--- src/rtl/tick_counter_bank.sv ---
// Bank of CH independent W-bit tick counters sharing one prescaler.
// Each channel supports up/down, wrap/saturate/one-shot/reload and sync load.
module tick_counter_bank #(
  parameter int CH  = 4,
  parameter int W   = 10,
  parameter int DIV = 5_000_000
) (
  input  logic                  i_clk,
  input  logic                  i_rst,
  input  logic                  i_ena,
  input  logic [CH-1:0]         i_ch_ena,
  input  logic [CH-1:0]         i_dir,
  input  logic [CH-1:0][1:0]    i_mode,
  input  logic [CH-1:0]         i_load,
  input  logic [CH-1:0][W-1:0]  i_load_val,
  input  logic [CH-1:0][W-1:0]  i_limit,
  output logic [CH-1:0][W-1:0]  o_count,
  output logic [CH-1:0]         o_tc,
  output logic [CH-1:0]         o_done,
  output logic                  o_tick
);

  localparam int PW = (DIV > 1) ? $clog2(DIV) : 1;
  localparam logic [PW-1:0] PMAX = PW'(DIV - 1);

  localparam logic [1:0] M_WRAP = 2'b00;
  localparam logic [1:0] M_SAT  = 2'b01;
  localparam logic [1:0] M_ONE  = 2'b10;
  localparam logic [1:0] M_RLD  = 2'b11;

  logic [PW-1:0] r_pre;
  logic          w_tick;

  // Tick is forced low during reset so DIV=1 cannot strobe under rst.
  assign w_tick = i_ena && !i_rst && (r_pre == PMAX);
  assign o_tick = w_tick;

  always_ff @(posedge i_clk or posedge i_rst) begin
    if (i_rst) begin
      r_pre <= '0;
    end else if (i_ena) begin
      r_pre <= w_tick ? '0 : r_pre + PW'(1);
    end
  end

  logic [CH-1:0][W-1:0] r_count;
  logic [CH-1:0]        r_tc;
  logic [CH-1:0]        r_done;

  assign o_count = r_count;
  assign o_tc    = r_tc;
  assign o_done  = r_done;

  for (genvar g = 0; g < CH; g++) begin : g_ch
    logic         w_step;
    logic         w_term;
    logic [W-1:0] w_nxt_count;
    logic         w_nxt_tc;
    logic         w_nxt_done;

    assign w_step = w_tick && i_ch_ena[g] && !r_done[g];
    // Up-terminal is >= so a count loaded above limit never runs away.
    assign w_term = i_dir[g] ? (r_count[g] == '0)
                             : (r_count[g] >= i_limit[g]);

    always_comb begin
      w_nxt_count = r_count[g];
      w_nxt_tc    = 1'b0;
      w_nxt_done  = r_done[g];
      if (i_load[g]) begin
        w_nxt_count = i_load_val[g];
        w_nxt_done  = 1'b0;
      end else if (w_step) begin
        if (!w_term) begin
          w_nxt_count = i_dir[g] ? r_count[g] - W'(1)
                                 : r_count[g] + W'(1);
        end else begin
          w_nxt_tc = 1'b1;
          case (i_mode[g])
            M_WRAP:  w_nxt_count = i_dir[g] ? i_limit[g] : '0;
            M_SAT:   w_nxt_count = r_count[g];
            M_ONE:   w_nxt_done  = 1'b1;
            M_RLD:   w_nxt_count = i_load_val[g];
            default: w_nxt_count = r_count[g];
          endcase
        end
      end
    end

    always_ff @(posedge i_clk or posedge i_rst) begin
      if (i_rst) begin
        r_count[g] <= '0;
        r_tc[g]    <= 1'b0;
        r_done[g]  <= 1'b0;
      end else begin
        r_count[g] <= w_nxt_count;
        r_tc[g]    <= w_nxt_tc;
        r_done[g]  <= w_nxt_done;
      end
    end
  end

endmodule

--- config.mk ---
export PLATFORM = sky130hd
export DESIGN_NAME = tick_counter_bank
export DESIGN_NICKNAME = d
export VERILOG_FILES = /design/src/rtl/tick_counter_bank.sv
export SDC_FILE = /design/constraint.sdc
export NUM_CORES = 1
export LEC_CHECK = 0
export ABC_AREA = 0
export ABC_CLOCK_PERIOD_IN_PS = 6000
export CORE_MARGIN = 3
export CORE_UTILIZATION = 40
export DETAILED_ROUTE_END_ITERATION = 8
export PLACE_DENSITY = 0.72
export SETUP_SLACK_MARGIN = 0.05
export SYNTH_ARGS = -nofsm -noshare
export SYNTH_HDL_FRONTEND = slang
export SYNTH_SLANG_ARGS = --single-unit
export TNS_END_PERCENT = 30
--- constraint.sdc ---
create_clock -name i_clk -period 6 [get_ports i_clk]
set_input_delay 1.5 -clock i_clk [delete_from_list [all_inputs] [get_ports i_clk]]
set_output_delay 1.5 -clock i_clk [all_outputs]
set_load 0.02 [all_outputs]
==> PnR_summary.wiki <==
{| class="wikitable"
! Metric !! Value
|-
| Die footprint || 19010 sq um
|-
| Endpoints failing setup || 0
|-
| Final Slew Violations || 0
|-
| Post-route fraction of the period consumed by the critical path || 0.8933
|-
| Register-to-register path setup slack || 2.85 ns
|-
| Total global routing track utilization || 0.2071
|-
| Portion of synthesized cell area occupied by the leading cell type || 0.2554
|-
| Worst-case headroom to the max-slew limit || 0.3033
|-
| Largest clock skew in the final design || 0.008169 ns
|-
| Gate Count Post-Synth || 850
|-
| Count of synthesis-stage warnings from yosys || 0
|-
| First-pass GRT wire length || 31800 microns
|-
| Routed len/inst || 15.99 microns
|-
| Die boundary height || 137.9 microns
|-
| Final Hold Slack || 0.4999 ns
|-
| DRC violations left || 0
|-
| Count of fill cells added during filler insertion || 1604
|-
| Synth cell types || 67
|-
| Share of flip-flops with an asynchronous set or reset || 1.000
|-
| Clock tree from TritonCTS || built
|-
| Cts bufs inserted || 9
|-
| Number of buffers inserted to repair setup after CTS || 0
|-
| Final hold vios || 0
|-
| Kind of capture point of the worst setup path || output pin
|-
| Initial Util || 0.4136
|-
| Crit path kind || in -> out
|-
| TritonCTS Sinks || 71
|-
| Via density per instance || 5.520
|-
| Clock-pin transition on the worst setup and hold timing paths || 0.06 ns
|-
| Number of nets with antenna violations after routing || 0
|-
| Worst supply voltage drop on vdd || 0.1494 mV
|-
| Placeable core region || 16820 sq um
|-
| Clock root cell || sky130_fd_sc_hd__clkbuf_16
|-
| Cell types occupying the most area after synthesis || sky130_fd_sc_hd__dfrtp_1 26%, sky130_fd_sc_hd__ha_1 15%, sky130_fd_sc_hd__mux2i_1 5.2%
|-
| Most used standard cell by instance count after synthesis || sky130_fd_sc_hd__ha_1
|-
| Hold buffers post-CTS || 0
|-
| Required time reported for the critical path endpoint || 4.50 ns
|-
| Antenna violations before repair || 0
|-
| Top_reg_cell synth || sky130_fd_sc_hd__dfrtp_1
|-
| Port bufs || 151
|-
| X dimension of the die || 137.9 microns
|-
| PostCTS Resize Cnt || 0
|-
| Outcome || completed
|-
| Number of synthesized register bits || 71
|-
| Slew of the pin with the lowest slew margin || 1.044 ns
|-
| Syn-to-layout area delta || 28.99%
|-
| Fraction of the yosys area taken by sequential cells || 0.2554
|-
| Antenna cells || 0
|-
| Power per standard cell area || 211.4 nW/um^2
|-
| Hold crit path type || reg -> reg
|-
| Number of vias after detailed routing || 6701
|-
| Most instantiated cells after synthesis || 81 x sky130_fd_sc_hd__ha_1, 75 x sky130_fd_sc_hd__nand2_1, 71 x sky130_fd_sc_hd__dfrtp_1
|-
| Sum of negative setup slack || 0 ns
|-
| Maximum number of pins on one net before global-route repair || 49
|-
| LEAKAGE || 3.947 nW
|-
| Max-Cap Viols || 0
|-
| Syn avg cell area || 8.184 sq um
|-
| Startpoint type of the worst setup path || input port
|-
| Global placer's final weighted congestion || 0.8895
|-
| Unrepaired setup endpoints after global routing || no
|-
| Share of layout cells above drive strength 1 || 0.04225
|-
| Post-synth design cell area || 6957 sq um
|-
| Overall overflow remaining after global route || 0
|-
| Top fanout value on the critical path || 16
|-
| Mapped Nets || 1038
|-
| Number of flops mapped to enable cells by yosys || 0
|-
| Signal arrival time at the worst endpoint || 3.86 ns
|-
| Bufs on Longest Clock Path || 2
|-
| Minimum period implied by the final worst setup slack || 5.360 ns
|-
| Source-to-sink clock delay at the later pin of the worst-skew pair || 0.34 ns
|-
| Placement row count || 47
|-
| H-tree depth reported by CTS || 3
|-
| Number of global-route vias before repair || 6353
|-
| Peak Freq || 186.6 MHz
|-
| Wire length after detailed routing || 19420 microns
|-
| Initial DRC Count || 435
|-
| Nets || 1177
|-
| Detailed placer's ending HPWL || 15130 microns
|-
| # IOs || 152
|-
| Library cell occupying the most area in the post-synthesis netlist || sky130_fd_sc_hd__dfrtp_1
|-
| Number of detailed-routing iterations run before antenna repair || 5
|}
final cells by class:
type	count	area, sq um	share of cell area
multi-input cells	679	4786	0.5333
clock inverters	7	86.33	0.009621
inverters	72	275.3	0.03067
repair buffers	156	1549	0.1726
well taps	220	275.3	0.03067
clock buffers	9	225.2	0.02510
flip-flops and latches	71	1777	0.1980
layout by cell type, fill, tap and decap left out, types with 9 or more instances in the layout:
master / netlist / layout
sky130_fd_sc_hd__nor2_1: 63 / 63
sky130_fd_sc_hd__nand2b_1: 10 / 10
sky130_fd_sc_hd__clkbuf_16: 0 / 9
sky130_fd_sc_hd__clkdlybuf4s50_1: 0 / 151
sky130_fd_sc_hd__nor2b_1: 14 / 14
sky130_fd_sc_hd__xnor2_1: 25 / 25
sky130_fd_sc_hd__inv_1: 70 / 69
sky130_fd_sc_hd__nor3_1: 35 / 35
sky130_fd_sc_hd__ha_1: 81 / 81
sky130_fd_sc_hd__nand2_1: 75 / 75
sky130_fd_sc_hd__a21oi_1: 64 / 64
sky130_fd_sc_hd__dfrtp_1: 71 / 71
sky130_fd_sc_hd__xor2_1: 26 / 26
sky130_fd_sc_hd__o21ai_0: 47 / 47
sky130_fd_sc_hd__nor4_1: 10 / 10
sky130_fd_sc_hd__nand3_1: 30 / 30
sky130_fd_sc_hd__a211oi_1: 12 / 12
sky130_fd_sc_hd__mux2i_1: 36 / 36
registers in the layout, summed over array words and instances, names as in the netlist:
signal	count
o_count	40
o_tc	4
o_done	4
r_pre	23
per-layer routing:
| metal | track usage | wire (microns) | vias up |
|---|---|---|---|
| li1 | - | - | 3367 |
| met1 | 0.2926 | 9041 | 3120 |
| met2 | 0.3297 | 9046 | 200 |
| met3 | 0.04390 | 1199 | 14 |
| met4 | 0.04007 | 127 | 0 |
| met5 | 0 | 0 | - |
worst paths after layout:
path	startpoint	end	cells past startpoint
max	i_ena	o_tick	6
min reg2reg	r_pre[10]	r_pre[10]	1
min in group asynchronous	i_rst	r_pre[17]	2
max reg2reg	o_count[0]	o_count[8]	9
max in group asynchronous	i_rst	r_pre[2]	3
min	r_pre[10]	r_pre[10]	1
power by group:
| group | total (W) | leakage (nW) | switching [W] | internal [W] |
|---|---|---|---|---|
| Combinational | 0.000739 | 2.90 | 0.000382 | 0.000357 |
| Clock | 0.000557 | 0.150 | 0.000226 | 0.000331 |
| Sequential | 0.000600 | 0.895 | 0.0000741 | 0.000526 |
| Total | 0.00190 | 3.95 | 0.000683 | 0.00121 |
worst max-delay path, cell delays in order:
cell and delay, ns:
sky130_fd_sc_hd__clkdlybuf4s50_1 0.61, sky130_fd_sc_hd__nand3_2 0.12, sky130_fd_sc_hd__or3_4 0.40, sky130_fd_sc_hd__or3_4 0.43
sky130_fd_sc_hd__clkinv_4 0.15, sky130_fd_sc_hd__clkdlybuf4s50_1 0.63
kinds of logic after synthesis:
logic type,Yosys count,share of synthesized area
mux,43,0.06313
fa+ha+maj,85,0.1572
compound gates,220,0.2036
buf+inv,100,0.05755
simple gates,280,0.1989
xor+xnor,51,0.06421
flops,71,0.2554
through the flow:
| stage | total power (W) | utilization | instances | setup WS (ns) | area [sq um] |
|---|---|---|---|---|---|
| final | 0.001897 | 0.5336 | 1214 | 0.6402 | 8974 |
| after global routing | 0.002033 | 0.5336 | 1214 | 0.5227 | 8974 |
| after CTS | 0.001916 | 0.5336 | 1214 | 0.6076 | 8974 |
| after detailed placement | 0.001342 | 0.5150 | 1198 | 0.6084 | 8662 |
| after global placement | 0.001328 | 0.5150 | 1198 | 0.6443 | 8662 |
| after floorplan | 0.001076 | - | 850 | 1.524 | 6957 |
Note: power is estimated with default switching activity, not from simulation.
